[config.mk]
export PLATFORM = sky130hd
export DESIGN_NAME = irq_controller
export DESIGN_NICKNAME = d
export VERILOG_FILES = /design/src/rtl/irq_pkg.sv /design/src/rtl/irq_sync.sv /design/src/rtl/irq_controller.sv
export SDC_FILE = /design/constraint.sdc
export NUM_CORES = 1
export LEC_CHECK = 0
export BUFFER_PORTS_ARGS = -buffer_cell sky130_fd_sc_hd__buf_2
export CAP_MARGIN = 20
export CORE_MARGIN = 1
export CORE_UTILIZATION = 55
export CTS_BUF_LIST = sky130_fd_sc_hd__clkbuf_16
export CTS_CLUSTER_SIZE = 14
export DETAILED_ROUTE_END_ITERATION = 16
export GPL_TIMING_DRIVEN = 0
export PLACE_DENSITY = 0.78
export REMOVE_ABC_BUFFERS = 1
export SYNTH_ARGS = -nofsm -noshare
export SYNTH_HDL_FRONTEND = slang
export SYNTH_SLANG_ARGS = --single-unit
[constraint.sdc]
create_clock -name clk -period 1.5 [get_ports clk]
set_input_delay 0.075 -clock clk [delete_from_list [all_inputs] [get_ports clk]]
set_output_delay 0.075 -clock clk [all_outputs]
set_load 0.02 [all_outputs]
[src/rtl/irq_pkg.sv]
// Interrupt controller shared definitions:
// register map, vector sentinel and priority encoder.
package irq_pkg;

   localparam logic [1:0] IRQ_STATUS = 2'd0;
   localparam logic [1:0] IRQ_ENABLE = 2'd1;
   localparam logic [1:0] IRQ_MODE   = 2'd2;
   localparam logic [1:0] IRQ_VECTOR = 2'd3;

   localparam logic [7:0] VEC_NONE  = 8'h80;
   localparam int         N_SRC_MAX = 8;

   // Lowest set bit wins; VEC_NONE when nothing is set.
   function automatic logic [7:0] prio_vec(input logic [7:0] v);
      logic [7:0] r;
      r = VEC_NONE;
      for (int i = N_SRC_MAX - 1; i >= 0; i--) begin
         if (v[i]) r = 8'(i);
      end
      return r;
   endfunction

endpackage

[src/rtl/irq_sync.sv]
// One interrupt source: 2-flop synchronizer
// plus an edge-detect flop.
module irq_sync
   import irq_pkg::*;
(
   input  logic clk,
   input  logic rst_n,
   input  logic src,
   output logic level,
   output logic rise
);

   logic s1, s2, s3;

   always_ff @(posedge clk) begin
      if (!rst_n) begin
         s1 <= 1'b0;
         s2 <= 1'b0;
         s3 <= 1'b0;
      end else begin
         s1 <= src;
         s2 <= s1;
         s3 <= s2;
      end
   end

   assign level = s2;
   assign rise  = s2 & ~s3;

endmodule

[src/rtl/irq_controller.sv]
// 6502-bus interrupt controller: pending/enable/mode
// registers, priority vector and registered irqb.
module irq_controller
   import irq_pkg::*;
#(
   parameter int N_SRC = 8
) (
   input  logic             clk,
   input  logic             rst_n,
   input  logic             cs,
   input  logic             rwb,
   input  logic [1:0]       addr,
   input  logic [7:0]       data_in,
   output logic [7:0]       data_out,
   input  logic [N_SRC-1:0] src,
   output logic             irqb
);

   logic [N_SRC-1:0] level;
   logic [N_SRC-1:0] rise;
   logic [N_SRC-1:0] pending;
   logic [N_SRC-1:0] enable;
   logic [N_SRC-1:0] mode;
   logic [N_SRC-1:0] set_v;
   logic [N_SRC-1:0] clr_v;
   logic [N_SRC-1:0] wdat;
   logic             wr;
   logic             wr_q;
   logic             wr_stb;
   logic [7:0]       vec;

   for (genvar i = 0; i < N_SRC; i++) begin : g_sync
      irq_sync u_sync (
         .clk   (clk),
         .rst_n (rst_n),
         .src   (src[i]),
         .level (level[i]),
         .rise  (rise[i])
      );
   end

   // A long CPU write phase commits only on its first cycle.
   assign wr     = cs & ~rwb;
   assign wr_stb = wr & ~wr_q;
   assign wdat   = data_in[N_SRC-1:0];

   assign set_v = (mode & rise) | (~mode & level);
   assign clr_v = (wr_stb && addr == IRQ_STATUS) ? wdat : '0;

   always_ff @(posedge clk) begin
      if (!rst_n) begin
         wr_q    <= 1'b0;
         pending <= '0;
         enable  <= '0;
         mode    <= '0;
         irqb    <= 1'b1;
      end else begin
         wr_q    <= wr;
         pending <= (pending & ~clr_v) | set_v;
         irqb    <= ~|(pending & enable);
         if (wr_stb && addr == IRQ_ENABLE) enable <= wdat;
         if (wr_stb && addr == IRQ_MODE)   mode   <= wdat;
      end
   end

   assign vec = prio_vec(8'(pending & enable));

   always_comb begin
      data_out = '0;
      unique case (addr)
         IRQ_STATUS: data_out = 8'(pending);
         IRQ_ENABLE: data_out = 8'(enable);
         IRQ_MODE:   data_out = 8'(mode);
         IRQ_VECTOR: data_out = vec;
      endcase
   end

endmodule

==> flow_metrics.tcl <==
set metrics [dict create \
    syn_area_per_cell_um2 9.35 \
    die_w_um 61.7 \
    cts_tree "built" \
    yosysWarningCount 0 \
    yosysSeqAreaShare_pct 51.0 \
    grt_pass1_vias 1430 \
    worst_setup_hold_path_clk_slew_ps 60 \
    synth-xor-area-share_pct 0 \
    synthCells 210 \
    drt_iter0_drc 81 \
    hold_class "primary input to flip-flop" \
    dp.cells 277 \
    dp_hpwl_mm 2.44 \
    synthAdderAreaFrac_pct 0 \
    synth.area.mux_share_pct 7.65 \
    worstPathCellList "a22o_1, nor3_2, inv_1, o221ai_2, buf_4" \
    drc_errors 0 \
    max_freq_mhz 659 \
    antenna_cells 0 \
    nFillCells 258 \
    viasPerCell 5.42 \
    ff2ff_setup_slack_ps 160 \
    fin_cells 296 \
    rsz0062_at_grt "true" \
    worstSetupStartpointType "flip-flop" \
    cp-startpoint "pending[2]" \
    grt_max_degree 43 \
    maxSlewHeadroom_pct 58.2 \
    endpoint_kind "output port" \
    vdd_drop_max_uv 957 \
    synth_cell_types 32 \
    ys_ff_latch 50 \
    overflow 0 \
    grt_first_pass_wirelength_mm 6.51 \
    ctsHtreeMaxLevel 2 \
    critical-path-top-delay-family "compound AO/OA/AOI/OAI gates" \
    register_area_um2 1030 \
    fin_setup_tns_ps -18.4 \
    worstReg2RegEnd "enable[1]" \
    first_pass_iters 5 \
    crit_cells 5 \
    drv_slew 0 \
    violations "setup timing" \
    core_area_um2 3390 \
    grt.total_usage_pct 24.2 \
    die_area_um2 3810 \
    multiInputGateArea_um2 950 \
    crit_fanout 4 \
    critical_path_required_ps 1420 \
    p_leak_nw 1.05 \
    cp.arrival_ps 1440 \
    synth_top_family_by_area "simple AND/OR/NAND/NOR gates" \
    clk-insertion-delay-late_ps 290 \
    criticalPathCategory "flip-flop to output port" \
    num_vias 1603 \
    antenna_left 0 \
    gp_congestion 0.782 \
    port_buffers 30 \
    cts_buffers 5 \
    cp-endpoint "data_out[2]" \
    clock_path_buffers 2 \
    synth-compound-area-share_pct 14.6 \
    period_minus_slack_ps 1520 \
    nets 271 \
    cts-root-buf "clkbuf_16" \
    crit_buf_inv 2 \
    maxCapViolCount 0 \
    setup_violations 1 \
    synthesis.area_um2 1960 \
    power_mw 2.90 \
    initial_core_util_pct 57.9 \
    slowest_stage "dfxtp_2" \
    routed_wl_mm 4.01 \
    rr_worst_depth 4 \
    cts.sinks 50 \
    routedWlPerCell_um 13.5 \
    max_stage_delay_ps 340 \
    rows 21 \
    ys_top_cells_by_area "dfxtp_1, and2_1, mux2i_1" \
    min_period_over_period_pct 101 \
    syn2layout_area_growth_pct 25.9 \
    antenna_found_initial 0 \
    worst_slack_ps -18.4 \
    die_y_um 61.7 \
    synth_top_area_share_pct 51.0 \
    timing.rr.start "wr_q" \
    worst_slew_pin_slew_ps 628 \
    status "finished, violations left" \
    synthSimpleGateAreaFrac_pct 24.0 \
    pin_count 31 \
    clock_skew_ps 4.35 \
    hold_viol_final 0 \
    drive_above_1_share_pct 28.8 \
    yosys.area.top_type "dfxtp_1" \
    p_per_area_nw_per_um2 1170 \
]
[cells in the final DEF, fill, tap and decap left out, types with 2 or more instances in the layout]
master	instances
nand3_1	9
dfxtp_4	2
a311oi_1	8
clkbuf_16	5
buf_2	27
mux2i_1	15
buf_4	5
dfxtp_2	14
dlygate4sd3_1	8
a22oi_2	2
a22o_1	2
nor2_1	12
a21oi_1	8
nand2_1	34
a221o_1	2
inv_1	2
nand2_2	2
o21ai_1	15
dfxtp_1	34
and2_1	24
[flip-flops by register name (all words and copies together), names as in the netlist]
signal and count:
mode 8, enable 8, wr_q 1, g_sync.u_sync.s1 8, irqb 1, g_sync.u_sync.level 8, pending 8, g_sync.u_sync.s3 8
[cell usage after synthesis]
library cell	number
and3_1	1
buf_2	1
dfxtp_1	50
a22o_1	2
a32o_1	1
nor4_4	1
a22oi_1	2
a311oi_1	8
nand2_1	36
a221o_1	2
a221oi_1	1
a21o_1	1
o21ai_0	1
mux2i_1	15
nor2_1	12
a211oi_1	1
o221ai_1	1
nand2_4	1
o21ai_1	14
nand3_1	10
nor3b_2	1
nor3_2	1
and2_1	24
inv_1	1
a31oi_1	1
nand2b_1	1
a21oi_1	8
buf_4	3
nor2b_1	2
inv_2	1
clkbuf_1	5
nand3b_2	1
[per-stage QoR]
stage,instance area [um2],util (%),worst slack [ps],hold slack (ps)
3_3_place_gp,2120,62.7,-146,279
4_1_cts,2420,71.4,-39.9,2.43
6_report,2470,72.9,-18.4,2.62
3_5_place_dp,2120,62.7,-176,285
5_1_grt,2470,72.9,-80.1,5.92
2_1_floorplan,1920,-,214,155
[worst min path at each step]
stage,from,to,cells past startpoint
floorplan,rst_n,irqb,1
global placement,src[2],g_sync[2].u_sync.s1,2
detailed placement,src[7],g_sync[7].u_sync.s1,2
CTS,data_in[3],pending[3],2
global route,src[5],g_sync[5].u_sync.s1,2
finish,data_in[3],pending[3],2
[cell families after synthesis]
logic type / after synthesis
simple gates: 91
flops: 50
compound gates: 43
mux: 15
buf+inv: 11
[layer usage]
layer	track usage, %	share of wire (%)	up-vias
li1	-	-	812
met1	30.3	46	734
met2	37.9	47	46
met3	8.07	4.7	11
met4	11.1	2.0	0
met5	0	0	-
[layout make-up]
type,count,area share [%]
inverters,2,0.304
flip-flops and latches,50,41.5
clock inverters,3,1.67
multi-input cells,149,38.4
clock buffers,5,5.06
well taps,46,2.33
repair buffers,41,10.7
[report_power, final]
group,internal (mW),switching [mW]
Combinational,0.108,0.125
Sequential,1.38,0.0326
Clock,0.780,0.477
[what timing repair did]
| action | 4_1_cts | 5_1_grt |
|---|---|---|
| hold buffers | 8 | 0 |
| endpoints found under the setup margin | 6 | 4 |
| setup buffers | 2 | 1 |
| endpoints found under the hold margin | 8 | 0 |
| resized for setup | 15 | 18 |
| pin swaps | 0 | 4 |
(Power assumes the default switching activity.)
